## src/rtl/rvj1_defines.sv

```systemverilog
// Shared constants and types for the rvj1 memory arbiter.
package rvj1_defines;

    localparam int unsigned XLEN   = 32;
    localparam int unsigned NBYTES = XLEN / 8;

    typedef enum logic {
        ARB_INSTR = 1'b0,
        ARB_DATA  = 1'b1
    } arb_owner_e;

    typedef enum logic {
        LOCK_IDLE = 1'b0,
        LOCK_HELD = 1'b1
    } arb_lock_e;

    typedef struct packed {
        logic [XLEN-1:0]   addr;
        logic [XLEN-1:0]   data;
        logic [NBYTES-1:0] strobe;
        logic              write;
    } arb_req_t;

endpackage

```

## src/rtl/rvj1_mem_arbiter_if.sv

```systemverilog
// Request/response channels of the two requesters and the shared bus.
interface rvj1_mem_arbiter_if;
    import rvj1_defines::*;

    logic [XLEN-1:0]   instr_req_addr_i;
    logic [XLEN-1:0]   instr_req_data_i;
    logic [NBYTES-1:0] instr_req_strobe_i;
    logic              instr_req_write_i;
    logic              instr_req_valid_i;
    logic              instr_req_ready_o;
    logic [XLEN-1:0]   instr_rsp_data_o;
    logic              instr_rsp_error_o;
    logic              instr_rsp_valid_o;
    logic              instr_rsp_ready_i;

    logic [XLEN-1:0]   data_req_addr_i;
    logic [XLEN-1:0]   data_req_data_i;
    logic [NBYTES-1:0] data_req_strobe_i;
    logic              data_req_write_i;
    logic              data_req_valid_i;
    logic              data_req_ready_o;
    logic [XLEN-1:0]   data_rsp_data_o;
    logic              data_rsp_error_o;
    logic              data_rsp_valid_o;
    logic              data_rsp_ready_i;

    logic [XLEN-1:0]   bus_req_addr_o;
    logic [XLEN-1:0]   bus_req_data_o;
    logic [NBYTES-1:0] bus_req_strobe_o;
    logic              bus_req_write_o;
    logic              bus_req_valid_o;
    logic              bus_req_ready_i;
    logic [XLEN-1:0]   bus_rsp_data_i;
    logic              bus_rsp_error_i;
    logic              bus_rsp_valid_i;
    logic              bus_rsp_ready_o;
    logic              spur_rsp_o;

    // Arbiter view.
    modport slave (
        input  instr_req_addr_i, instr_req_data_i, instr_req_strobe_i, instr_req_write_i,
        input  instr_req_valid_i, instr_rsp_ready_i,
        output instr_req_ready_o, instr_rsp_data_o, instr_rsp_error_o, instr_rsp_valid_o,
        input  data_req_addr_i, data_req_data_i, data_req_strobe_i, data_req_write_i,
        input  data_req_valid_i, data_rsp_ready_i,
        output data_req_ready_o, data_rsp_data_o, data_rsp_error_o, data_rsp_valid_o,
        output bus_req_addr_o, bus_req_data_o, bus_req_strobe_o, bus_req_write_o,
        output bus_req_valid_o, bus_rsp_ready_o, spur_rsp_o,
        input  bus_req_ready_i, bus_rsp_data_i, bus_rsp_error_i, bus_rsp_valid_i
    );

    // Environment view: drives both requesters and the downstream bus.
    modport master (
        output instr_req_addr_i, instr_req_data_i, instr_req_strobe_i, instr_req_write_i,
        output instr_req_valid_i, instr_rsp_ready_i,
        input  instr_req_ready_o, instr_rsp_data_o, instr_rsp_error_o, instr_rsp_valid_o,
        output data_req_addr_i, data_req_data_i, data_req_strobe_i, data_req_write_i,
        output data_req_valid_i, data_rsp_ready_i,
        input  data_req_ready_o, data_rsp_data_o, data_rsp_error_o, data_rsp_valid_o,
        input  bus_req_addr_o, bus_req_data_o, bus_req_strobe_o, bus_req_write_o,
        input  bus_req_valid_o, bus_rsp_ready_o, spur_rsp_o,
        output bus_req_ready_i, bus_rsp_data_i, bus_rsp_error_i, bus_rsp_valid_i
    );

endinterface

```

## src/rtl/rvj1_arb_owner_fifo.sv

```systemverilog
// Records the owner of every accepted bus request until its response returns.
module rvj1_arb_owner_fifo
    import rvj1_defines::*;
#(
    parameter int unsigned DEPTH = 2
) (
    input  logic       clk_i,
    input  logic       rst_i,
    input  logic       push_i,
    input  arb_owner_e owner_i,
    input  logic       pop_i,
    output logic       full_o,
    output logic       empty_o,
    output arb_owner_e head_o
);

    localparam int unsigned PTR_W = (DEPTH > 1) ? $clog2(DEPTH) : 1;
    localparam int unsigned CNT_W = $clog2(DEPTH) + 1;

    arb_owner_e         mem_q [DEPTH];
    logic [PTR_W-1:0]   wr_ptr_q;
    logic [PTR_W-1:0]   rd_ptr_q;
    logic [CNT_W-1:0]   count_q;

    function automatic logic [PTR_W-1:0] ptr_next(input logic [PTR_W-1:0] p);
        return (p == PTR_W'(DEPTH - 1)) ? '0 : p + PTR_W'(1);
    endfunction

    assign full_o  = (count_q == CNT_W'(DEPTH));
    assign empty_o = (count_q == '0);
    assign head_o  = mem_q[rd_ptr_q];

    always_ff @(posedge clk_i) begin
        if (push_i) begin
            mem_q[wr_ptr_q] <= owner_i;
        end
    end

    always_ff @(posedge clk_i or posedge rst_i) begin
        if (rst_i) begin
            wr_ptr_q <= '0;
            rd_ptr_q <= '0;
            count_q  <= '0;
        end else begin
            if (push_i) wr_ptr_q <= ptr_next(wr_ptr_q);
            if (pop_i)  rd_ptr_q <= ptr_next(rd_ptr_q);
            case ({push_i, pop_i})
                2'b10:   count_q <= count_q + CNT_W'(1);
                2'b01:   count_q <= count_q - CNT_W'(1);
                default: count_q <= count_q;
            endcase
        end
    end

endmodule

```

## src/rtl/rvj1_mem_arbiter.sv

```systemverilog
// Two-to-one arbiter sharing one memory bus between fetch and LSU ports.
// Define RVJ1_ARB_ROUND_ROBIN_EN for round-robin ties; default is DATA-priority.
module rvj1_mem_arbiter
    import rvj1_defines::*;
#(
    parameter int unsigned MAX_OUTST = 2
) (
    input  logic              clk_i,
    input  logic              rst_i,
    rvj1_mem_arbiter_if.slave arb_if
);

    arb_lock_e  lock_q, lock_d;
    arb_owner_e lock_owner_q, lock_owner_d;
    arb_owner_e sel;
    arb_owner_e tie_winner;
    arb_owner_e head;
    arb_req_t   instr_req, data_req, sel_req;
    logic       sel_valid;
    logic       req_go;
    logic       fifo_full, fifo_empty;
    logic       push, pop;

    assign instr_req = '{addr:   arb_if.instr_req_addr_i,
                         data:   arb_if.instr_req_data_i,
                         strobe: arb_if.instr_req_strobe_i,
                         write:  arb_if.instr_req_write_i};
    assign data_req  = '{addr:   arb_if.data_req_addr_i,
                         data:   arb_if.data_req_data_i,
                         strobe: arb_if.data_req_strobe_i,
                         write:  arb_if.data_req_write_i};

`ifdef RVJ1_ARB_ROUND_ROBIN_EN
    arb_owner_e last_grant_q;

    assign tie_winner = (last_grant_q == ARB_DATA) ? ARB_INSTR : ARB_DATA;

    always_ff @(posedge clk_i or posedge rst_i) begin
        if (rst_i) begin
            last_grant_q <= ARB_DATA;
        end else if (push) begin
            last_grant_q <= sel;
        end
    end
`else
    assign tie_winner = ARB_DATA;
`endif

    // A stalled owner keeps the channel until its request transfers.
    always_comb begin
        sel = ARB_DATA;
        if (lock_q == LOCK_HELD) begin
            sel = lock_owner_q;
        end else if (arb_if.instr_req_valid_i && arb_if.data_req_valid_i) begin
            sel = tie_winner;
        end else if (arb_if.instr_req_valid_i) begin
            sel = ARB_INSTR;
        end
    end

    assign sel_valid = (sel == ARB_INSTR) ? arb_if.instr_req_valid_i : arb_if.data_req_valid_i;
    assign sel_req   = (sel == ARB_INSTR) ? instr_req : data_req;
    assign req_go    = !rst_i && !fifo_full;

    assign arb_if.bus_req_addr_o    = sel_req.addr;
    assign arb_if.bus_req_data_o    = sel_req.data;
    assign arb_if.bus_req_strobe_o  = sel_req.strobe;
    assign arb_if.bus_req_write_o   = sel_req.write;
    assign arb_if.bus_req_valid_o   = sel_valid && req_go;
    assign arb_if.instr_req_ready_o = (sel == ARB_INSTR) && arb_if.bus_req_ready_i && req_go;
    assign arb_if.data_req_ready_o  = (sel == ARB_DATA) && arb_if.bus_req_ready_i && req_go;

    assign push = arb_if.bus_req_valid_o && arb_if.bus_req_ready_i;

    always_comb begin
        lock_d       = lock_q;
        lock_owner_d = lock_owner_q;
        if (push) begin
            lock_d = LOCK_IDLE;
        end else if (arb_if.bus_req_valid_o) begin
            lock_d       = LOCK_HELD;
            lock_owner_d = sel;
        end
    end

    always_ff @(posedge clk_i or posedge rst_i) begin
        if (rst_i) begin
            lock_q       <= LOCK_IDLE;
            lock_owner_q <= ARB_DATA;
        end else begin
            lock_q       <= lock_d;
            lock_owner_q <= lock_owner_d;
        end
    end

    rvj1_arb_owner_fifo #(
        .DEPTH (MAX_OUTST)
    ) u_owner_fifo (
        .clk_i   (clk_i),
        .rst_i   (rst_i),
        .push_i  (push),
        .owner_i (sel),
        .pop_i   (pop),
        .full_o  (fifo_full),
        .empty_o (fifo_empty),
        .head_o  (head)
    );

    assign arb_if.instr_rsp_data_o  = arb_if.bus_rsp_data_i;
    assign arb_if.instr_rsp_error_o = arb_if.bus_rsp_error_i;
    assign arb_if.data_rsp_data_o   = arb_if.bus_rsp_data_i;
    assign arb_if.data_rsp_error_o  = arb_if.bus_rsp_error_i;

    // Responses follow the oldest owner; with nothing outstanding they are dropped.
    always_comb begin
        arb_if.instr_rsp_valid_o = 1'b0;
        arb_if.data_rsp_valid_o  = 1'b0;
        arb_if.bus_rsp_ready_o   = 1'b0;
        arb_if.spur_rsp_o        = 1'b0;
        pop                      = 1'b0;
        if (!rst_i) begin
            if (fifo_empty) begin
                arb_if.bus_rsp_ready_o = 1'b1;
                arb_if.spur_rsp_o      = arb_if.bus_rsp_valid_i;
            end else begin
                if (head == ARB_INSTR) begin
                    arb_if.instr_rsp_valid_o = arb_if.bus_rsp_valid_i;
                    arb_if.bus_rsp_ready_o   = arb_if.instr_rsp_ready_i;
                end else begin
                    arb_if.data_rsp_valid_o = arb_if.bus_rsp_valid_i;
                    arb_if.bus_rsp_ready_o  = arb_if.data_rsp_ready_i;
                end
                pop = arb_if.bus_rsp_valid_i && arb_if.bus_rsp_ready_o;
            end
        end
    end

endmodule

```

## src/flat_wrapper.sv

```systemverilog
// flat-port wrapper written by rule: the top's interface ports become plain ports
module rvj1_mem_arbiter_flat import rvj1_defines::*;
#(
    parameter int unsigned MAX_OUTST = 2
)
  (clk_i, rst_i, arb_if_instr_req_addr_i, arb_if_instr_req_data_i, arb_if_instr_req_strobe_i, arb_if_instr_req_write_i, arb_if_instr_req_valid_i, arb_if_instr_rsp_ready_i, arb_if_instr_req_ready_o, arb_if_instr_rsp_data_o, arb_if_instr_rsp_error_o, arb_if_instr_rsp_valid_o, arb_if_data_req_addr_i, arb_if_data_req_data_i, arb_if_data_req_strobe_i, arb_if_data_req_write_i, arb_if_data_req_valid_i, arb_if_data_rsp_ready_i, arb_if_data_req_ready_o, arb_if_data_rsp_data_o, arb_if_data_rsp_error_o, arb_if_data_rsp_valid_o, arb_if_bus_req_addr_o, arb_if_bus_req_data_o, arb_if_bus_req_strobe_o, arb_if_bus_req_write_o, arb_if_bus_req_valid_o, arb_if_bus_rsp_ready_o, arb_if_spur_rsp_o, arb_if_bus_req_ready_i, arb_if_bus_rsp_data_i, arb_if_bus_rsp_error_i, arb_if_bus_rsp_valid_i);
  rvj1_mem_arbiter_if arb_if_i ();
  input  logic clk_i;
  input  logic rst_i;
  input wire logic [$bits(arb_if_i.instr_req_addr_i)-1:0] arb_if_instr_req_addr_i;
  input wire logic [$bits(arb_if_i.instr_req_data_i)-1:0] arb_if_instr_req_data_i;
  input wire logic [$bits(arb_if_i.instr_req_strobe_i)-1:0] arb_if_instr_req_strobe_i;
  input wire logic [$bits(arb_if_i.instr_req_write_i)-1:0] arb_if_instr_req_write_i;
  input wire logic [$bits(arb_if_i.instr_req_valid_i)-1:0] arb_if_instr_req_valid_i;
  input wire logic [$bits(arb_if_i.instr_rsp_ready_i)-1:0] arb_if_instr_rsp_ready_i;
  output wire logic [$bits(arb_if_i.instr_req_ready_o)-1:0] arb_if_instr_req_ready_o;
  output wire logic [$bits(arb_if_i.instr_rsp_data_o)-1:0] arb_if_instr_rsp_data_o;
  output wire logic [$bits(arb_if_i.instr_rsp_error_o)-1:0] arb_if_instr_rsp_error_o;
  output wire logic [$bits(arb_if_i.instr_rsp_valid_o)-1:0] arb_if_instr_rsp_valid_o;
  input wire logic [$bits(arb_if_i.data_req_addr_i)-1:0] arb_if_data_req_addr_i;
  input wire logic [$bits(arb_if_i.data_req_data_i)-1:0] arb_if_data_req_data_i;
  input wire logic [$bits(arb_if_i.data_req_strobe_i)-1:0] arb_if_data_req_strobe_i;
  input wire logic [$bits(arb_if_i.data_req_write_i)-1:0] arb_if_data_req_write_i;
  input wire logic [$bits(arb_if_i.data_req_valid_i)-1:0] arb_if_data_req_valid_i;
  input wire logic [$bits(arb_if_i.data_rsp_ready_i)-1:0] arb_if_data_rsp_ready_i;
  output wire logic [$bits(arb_if_i.data_req_ready_o)-1:0] arb_if_data_req_ready_o;
  output wire logic [$bits(arb_if_i.data_rsp_data_o)-1:0] arb_if_data_rsp_data_o;
  output wire logic [$bits(arb_if_i.data_rsp_error_o)-1:0] arb_if_data_rsp_error_o;
  output wire logic [$bits(arb_if_i.data_rsp_valid_o)-1:0] arb_if_data_rsp_valid_o;
  output wire logic [$bits(arb_if_i.bus_req_addr_o)-1:0] arb_if_bus_req_addr_o;
  output wire logic [$bits(arb_if_i.bus_req_data_o)-1:0] arb_if_bus_req_data_o;
  output wire logic [$bits(arb_if_i.bus_req_strobe_o)-1:0] arb_if_bus_req_strobe_o;
  output wire logic [$bits(arb_if_i.bus_req_write_o)-1:0] arb_if_bus_req_write_o;
  output wire logic [$bits(arb_if_i.bus_req_valid_o)-1:0] arb_if_bus_req_valid_o;
  output wire logic [$bits(arb_if_i.bus_rsp_ready_o)-1:0] arb_if_bus_rsp_ready_o;
  output wire logic [$bits(arb_if_i.spur_rsp_o)-1:0] arb_if_spur_rsp_o;
  input wire logic [$bits(arb_if_i.bus_req_ready_i)-1:0] arb_if_bus_req_ready_i;
  input wire logic [$bits(arb_if_i.bus_rsp_data_i)-1:0] arb_if_bus_rsp_data_i;
  input wire logic [$bits(arb_if_i.bus_rsp_error_i)-1:0] arb_if_bus_rsp_error_i;
  input wire logic [$bits(arb_if_i.bus_rsp_valid_i)-1:0] arb_if_bus_rsp_valid_i;
  assign arb_if_i.instr_req_addr_i = arb_if_instr_req_addr_i;
  assign arb_if_i.instr_req_data_i = arb_if_instr_req_data_i;
  assign arb_if_i.instr_req_strobe_i = arb_if_instr_req_strobe_i;
  assign arb_if_i.instr_req_write_i = arb_if_instr_req_write_i;
  assign arb_if_i.instr_req_valid_i = arb_if_instr_req_valid_i;
  assign arb_if_i.instr_rsp_ready_i = arb_if_instr_rsp_ready_i;
  assign arb_if_instr_req_ready_o = arb_if_i.instr_req_ready_o;
  assign arb_if_instr_rsp_data_o = arb_if_i.instr_rsp_data_o;
  assign arb_if_instr_rsp_error_o = arb_if_i.instr_rsp_error_o;
  assign arb_if_instr_rsp_valid_o = arb_if_i.instr_rsp_valid_o;
  assign arb_if_i.data_req_addr_i = arb_if_data_req_addr_i;
  assign arb_if_i.data_req_data_i = arb_if_data_req_data_i;
  assign arb_if_i.data_req_strobe_i = arb_if_data_req_strobe_i;
  assign arb_if_i.data_req_write_i = arb_if_data_req_write_i;
  assign arb_if_i.data_req_valid_i = arb_if_data_req_valid_i;
  assign arb_if_i.data_rsp_ready_i = arb_if_data_rsp_ready_i;
  assign arb_if_data_req_ready_o = arb_if_i.data_req_ready_o;
  assign arb_if_data_rsp_data_o = arb_if_i.data_rsp_data_o;
  assign arb_if_data_rsp_error_o = arb_if_i.data_rsp_error_o;
  assign arb_if_data_rsp_valid_o = arb_if_i.data_rsp_valid_o;
  assign arb_if_bus_req_addr_o = arb_if_i.bus_req_addr_o;
  assign arb_if_bus_req_data_o = arb_if_i.bus_req_data_o;
  assign arb_if_bus_req_strobe_o = arb_if_i.bus_req_strobe_o;
  assign arb_if_bus_req_write_o = arb_if_i.bus_req_write_o;
  assign arb_if_bus_req_valid_o = arb_if_i.bus_req_valid_o;
  assign arb_if_bus_rsp_ready_o = arb_if_i.bus_rsp_ready_o;
  assign arb_if_spur_rsp_o = arb_if_i.spur_rsp_o;
  assign arb_if_i.bus_req_ready_i = arb_if_bus_req_ready_i;
  assign arb_if_i.bus_rsp_data_i = arb_if_bus_rsp_data_i;
  assign arb_if_i.bus_rsp_error_i = arb_if_bus_rsp_error_i;
  assign arb_if_i.bus_rsp_valid_i = arb_if_bus_rsp_valid_i;
  rvj1_mem_arbiter #(.MAX_OUTST(MAX_OUTST)) u_core (.clk_i(clk_i), .rst_i(rst_i), .arb_if(arb_if_i));
endmodule
```

## config.mk

```make
export PLATFORM = sky130hd
export DESIGN_NAME = rvj1_mem_arbiter_flat
export DESIGN_NICKNAME = d
export VERILOG_FILES = /design/src/rtl/rvj1_defines.sv /design/src/rtl/rvj1_mem_arbiter_if.sv /design/src/rtl/rvj1_arb_owner_fifo.sv /design/src/rtl/rvj1_mem_arbiter.sv /design/src/flat_wrapper.sv
export SDC_FILE = /design/constraint.sdc
export NUM_CORES = 1
export LEC_CHECK = 0
export BUFFER_PORTS_ARGS = -buffer_cell sky130_fd_sc_hd__buf_2
export CAP_MARGIN = 20
export CORE_AREA = 10 10 117 119
export DETAILED_ROUTE_END_ITERATION = 6
export DIE_AREA = 0 0 127 129
export PLACE_DENSITY = 0.62
export SETUP_SLACK_MARGIN = 0.5
export SLEW_MARGIN = 5
export SYNTH_ARGS = -nofsm -noshare
export SYNTH_HDL_FRONTEND = slang
export SYNTH_SLANG_ARGS = --single-unit
```

## constraint.sdc

```tcl
create_clock -name clk_i -period 1.63 [get_ports clk_i]
set_clock_uncertainty 0.05 [all_clocks]
set_input_delay 0.163 -clock clk_i [delete_from_list [all_inputs] [get_ports clk_i]]
set_output_delay 0.163 -clock clk_i [all_outputs]
set_load 0.005 [all_outputs]
```

Word level (Yosys, flattened, before mapping)
Memories as Yosys holds them, arrays and structs flattened.
Cells that the tools add are included.

cells by class
  $add $sub $neg = 4
  eq/ne operators = 3
  reduce and logical (&&, ||, !) cells = 15
  bitwise logic cells = 2
  muxes and demuxes = 27

operator list
  operator             number
  $mux 69              1
  $mux 1               25
  $logic_and 1x1->1    9
  $eq 2x2->1 const B   2
  $pmux 2 s2           1
  $reduce_bool 2->1    2
  $add 1x1->1 const B  2
  $add 2x1->2 const B  1
  $eq 2x1->1 const B   1
  $logic_not 1->1      2
  $logic_not 2->1      1
  $not 1->1            2
  $reduce_and 2->1     1
  $sub 2x1->2 const B  1

storage, ports and cells
  register bits after elaboration = 6
  RAM bits = 2
  logic and storage cells = 57
  memories kept = 1
  input port bits = 179

memory list
  memory                     words  width  read ports  clocked after Yosys merged registers in  wr ports  RTL line                   source
  u_core.u_owner_fifo.mem_q  2      1      1           0                                        1         rvj1_arb_owner_fifo.sv:20  arb_owner_e mem_q [DEPTH];

Logic depth before layout (Yosys ltp)
An unclocked memory read counts as a cell.

  depth in word-level cells = 9
  gate-level depth with buffers = 7

Cells and area by module
A second synthesis with hierarchy kept.

unflattened totals
  cells, all modules = 190
  area total of the unflattened synthesis = 2084.5 um^2

modules (own cells, without submodules)
  module               cells each  times used  area each (um^2)
  rvj1_mem_arbiter     170         1           1823.0
  rvj1_arb_owner_fifo  20          1           261.5

Least setup slack after synthesis
Ideal clock, no wire load.

  path kind = register to register
  start point = reg u_core.u_owner_fifo.rd_ptr_q
  end point = reg u_core.u_owner_fifo.count_q[1]
  setup slack = -0.023 ns
  clock period less this slack = 1.653 ns
  arrival = 1.523 ns
  required time = 1.501 ns
  stages on the path, launching flop included = 7
  setup time = 0.079 ns
  cells stage by stage = dfrtp_1 mux2i_1 mux2i_1 nor2_1 ha_1 nor2_1 xor2_1

on the way
  longest elaborated chain between the ends = 9
  elaborated cells on any way between the ends = 11
  those cells by class = 2 x eq/ne; 6 x mux; 2 x reduce/logical; 1 x memory

RTL lines
  item                                                    RTL line                   source
  start: declaration                                      rvj1_arb_owner_fifo.sv:22  logic [PTR_W-1:0] rd_ptr_q;
  start signal: assignment                                rvj1_arb_owner_fifo.sv:46  if (pop_i) rd_ptr_q <= ptr_next(rd_ptr_q);
  $mem_v2 2x1 (*)                                         n/a
  $mux 1 (*)                                              rvj1_mem_arbiter.sv:126    if (head == ARB_INSTR) begin
  $mux 1 (*)                                              rvj1_mem_arbiter.sv:122    if (fifo_empty) begin
  $mux 1 (*)                                              rvj1_mem_arbiter.sv:121    if (!rst_i) begin
  $logic_and 1x1->1 (*)                                   rvj1_mem_arbiter.sv:133    pop = arb_if.bus_rsp_valid_i && arb_if.bus_rsp_ready_o;
  $mux 1 (*)                                              rvj1_mem_arbiter.sv:122
  $mux 1 (*)                                              rvj1_mem_arbiter.sv:121
  net u_core.pop                                          rvj1_mem_arbiter.sv:22     logic push, pop;
  $eq 2x1->1 / $eq 2x2->1 (equally long branches)         rvj1_arb_owner_fifo.sv:47  case ({push_i, pop_i})
  $pmux 2 s2 / $reduce_bool 2->1 (equally long branches)  n/a
  end signal: assignment                                  rvj1_arb_owner_fifo.sv:48  2'b10: count_q <= count_q + CNT_W'(1);
  end signal: assignment                                  rvj1_arb_owner_fifo.sv:49  2'b01: count_q <= count_q - CNT_W'(1);
  end signal: assignment                                  rvj1_arb_owner_fifo.sv:50  default: count_q <= count_q;
  end: declaration                                        rvj1_arb_owner_fifo.sv:23  logic [CNT_W-1:0] count_q;

Mark *: on every way through the listed nets, which the timed path passes. The rest lies on a longest branch. The select of a mux whose other input is x is not followed.
A chain may end at the register's enable or synchronous reset.

Worst setup path after layout
  start point = reg u_core.lock_owner_q
  end point = out arb_if_bus_req_addr_o[16]

on the way
  longest elaborated chain between the ends = 2

RTL lines
  item                      RTL line                source
  start: declaration        rvj1_mem_arbiter.sv:14  arb_owner_e lock_owner_q, lock_owner_d;
  start signal: assignment  rvj1_mem_arbiter.sv:92  lock_owner_q <= lock_owner_d;
  $mux 1                    rvj1_mem_arbiter.sv:52  if (lock_q == LOCK_HELD) begin
  $mux 69                   rvj1_mem_arbiter.sv:62  assign sel_req = (sel == ARB_INSTR) ? instr_req : data_req;
  end: declaration          flat_wrapper.sv:30      output wire logic [$bits(arb_if_i.bus_req_addr_o)-1:0] arb_if_bus_req_addr_o;

Every way passes these cells.

==> key figures <==
Status
  • Status: finished, violations left
  • Failing checks: negative setup slack

STA
  • Max Freq: 494 MHz
  • Fin. max-slew vios: 0
  • Period utilization: 124%
  • Tmin final: 2020 ps
  • Final WS setup: -395 ps
  • Worst slew margin: 76.9%
  • Final Setup Violations: 78
  • Setup TNS: -23840 ps
  • Worst slew pin tran: 347 ps
  • Hold Vio Cnt, Final: 0
  • Setup repair after global routing missed its margin: true

Global routing
  • Largest net degree at the start of global routing: 27
  • Initial antenna violation count: 2
  • Met3 GRT Util: 6.78%
  • First-pass GRT wire length: 13.8 mm
  • Gr ovfl total: 0
  • Total track usage: 10.3%
  • Vias in the first global route: 2451
  • Met1 usage: 10.1%
  • Grt peak-use layer: met2
  • Met2 Use GR: 18.0%

Min path
  • HP Class: input port to flop
  • Hold path endpoint: u_core.lock_owner_q$_DFFE_PP1P_
  • Hold Startpoint: arb_if_bus_req_ready_i
  • WHS Path Cells: 2

Clock network
  • Clk Latency, worst-skew pair: 230 ps
  • Clock-pin slew on the worst setup and hold paths: 40 ps
  • Worst-case clock buffer depth: 2
  • Num Clock Sinks: 8
  • Clk Tree Root Cell: clkbuf_16
  • Htree depth: 1
  • TritonCTS Buffers: 3
  • CTS tree: done

Setup path
  • Reg-to-Reg Start: u_core.lock_owner_q$_DFFE_PP1P_
  • R2R depth: 9
  • Crit-path slowest cell: dfstp_2
  • R2r endpoint: u_core.u_owner_fifo.count_q[1]$_DFFE_PP0P_
  • Top delay family on crit path: buffers and inverters
  • Critical path, cell by cell: nand2b_4, o31ai_4, buf_6, buf_12, clkbuf_16, mux2_4, buf_6
  • Critical path arrival: 1810 ps
  • R2R Setup Slk: -190 ps
  • Buf/Inv on CP: 4
  • Delay of the slowest critical-path stage: 520 ps
  • Startpoint Class: flop
  • Critical Path RT: 1420 ps
  • CP dominant cell by count: buf_6
  • CP Depth: 7
  • CP max FO: 8
  • Critical path capture point type: primary output
  • Critical path type: flop to primary output

Floorplan
  • Die area: 0.0164 mm²
  • DIE HEIGHT: 129 µm
  • I/O pin count: 321
  • Core area: 0.0113 mm²
  • Die width: 127 µm
  • FP Rows: 39
  • Initial Utilization: 16.1%

Synthesis
  • Yosys warns: 0
  • Net Count, Synth: 370
  • Synth top area share: 39.5%
  • Synth Register Bits: 8
  • Yosys top cell by area: mux2_2
  • Mapped cell area: 0.00183 mm²
  • Sequential area share after synthesis: 11.6%
  • Mapped Cells: 190
  • Area contributors post-synth: mux2_2, buf_4, dfrtp_1
  • Synth top cells by count: buf_4, mux2_2, buf_6, nor2_1
  • Most frequent cell after synthesis: buf_4
  • Synth Flop Type: dfrtp_1
  • Ys async rst share: 75.0%
  • Syn Area/Cell: 9.61 µm²
  • Yosys cell types: 27
  • Number of synthesized flops with an enable pin: 2

Job
  • Total of max-cap violations: 0

Layout
  • Share of layout cells above drive strength 1: 93.5%
  • Area delta synth->final: 113%
  • Fin nets: 563
  • Finished Cell Area: 0.00390 mm²
  • Final core occ: 34.4%
  • FILL cells: 1109

Route
  • Antenna Nets Post-Route: 0
  • DR iter-0 viols: 35
  • DR pass1 iterations: 4
  • WL per Instance: 19.5 µm
  • Detailed-route vias per instance: 4.02
  • Routed vias: 2115
  • DRC viols: 0
  • Final WL: 10.2 mm

Placed design
  • Port bufs: 221
  • RD Place Congestion: 0.801
  • Post-DP Area: 0.00296 mm²
  • DPL Wire Length: 8.10 mm

Power and ir drop
  • PwrDens: 1550 mW/mm²
  • Worst VDD drop: 919 µV
  • Design Power: 6.05 mW
  • Leakage power: 2.07 nW
-- worst max-delay path by stage --
stage                     slack [ps]                                          to                                     start
after global placement          -130                   arb_if_bus_req_addr_o[30]           u_core.lock_owner_q$_DFFE_PP1P_
after detailed placement        -170                   arb_if_bus_req_data_o[10]           u_core.lock_owner_q$_DFFE_PP1P_
final                           -390                   arb_if_bus_req_addr_o[16]           u_core.lock_owner_q$_DFFE_PP1P_
after floorplan                    6  u_core.u_owner_fifo.count_q[1]$_DFFE_PP0P_  u_core.u_owner_fifo.rd_ptr_q$_DFFE_PP0P_
after CTS                       -360                   arb_if_bus_req_addr_o[11]                 u_core.lock_q$_DFFE_PP0P_
after global routing            -430                  arb_if_bus_req_strobe_o[1]                 u_core.lock_q$_DFFE_PP0P_
-- timing repair --
| action | 4_1_cts | 5_1_grt |
|---|---|---|
| resized for setup | 72 | 50 |
| buffers inserted | 9 | 5 |
| cloned | 0 | 4 |
| endpoints found under the setup margin | 86 | 86 |
| hold endpoints to repair | 5 | 0 |
| hold buffers | 1 | 0 |
| pin swaps | 7 | 7 |
-- report_power, final --
group	switching [mW]	internal (mW)
clock network	0.102	0.326
registers	0.0839	0.313
logic	1.81	3.41
total	1.99	4.05
-- stage by stage --
step                hold WS [ps]  cells  setup WS [ps]
global placement            88.0    502           -135
finish                       204    526           -395
floorplan                  -96.8    190           5.54
global route                 215    525           -427
detailed placement          94.5    502           -172
CTS                          155    516           -364
-- routing by layer --
layer / part of all wire, % / vias up
met4: 0.68 / 2
met2: 52 / 188
met3: 13 / 17
met1: 34 / 933
met5: 0.11 / -
li1: - / 975
-- cell type report --
class	count	area (µm²)	area share (%)
Inverter	6	22.5	0.578
Sequential cell	8	213	5.46
Antenna cell	1	2.50	0.0642
Timing Repair Buffer	261	1960	50.4
Multi-Input combinational cell	103	1440	36.9
Clock buffer	4	78.8	2.02
Tap cell	143	179	4.59
-- registers in the layout, indices dropped and copies added (netlist names) --
name and flops:
u_core.u_owner_fifo.count_q 2, u_core.u_owner_fifo.mem_q 2, u_core.lock_owner_q 1, u_core.lock_q 1, u_core.u_owner_fifo.rd_ptr_q 1, u_core.u_owner_fifo.wr_ptr_q 1
-- cells by family (layout without fill, tap and decap cells) --
family                   after synthesis  count (layout)  share of synthesized area, %
buffers and inverters                 79             271                          32.7
AND/OR/NAND/NOR                       16              16                          4.45
multiplexers                          72              72                          44.2
AO/OA/AOI/OAI                          9               9                          4.04
flip-flops                             8               8                          11.6
adder cells (fa/ha/maj)                1               1                         0.685
XOR/XNOR                               5               5                          2.40
other                                  0               1                             0
-- cells in the final DEF (no fill, tap or decap), types with 2 or more instances in the layout --
cell       instances
nor2_4             4
and3_4             3
buf_12             3
xor2_1             2
nor2b_1            2
mux2_4            67
clkbuf_16          6
dfrtp_1            4
buf_8              3
mux2_2             2
buf_4             14
inv_1              5
buf_6             77
edfxtp_1           2
buf_2            160
No activity file was read; power rests on OpenSTA's default activity.
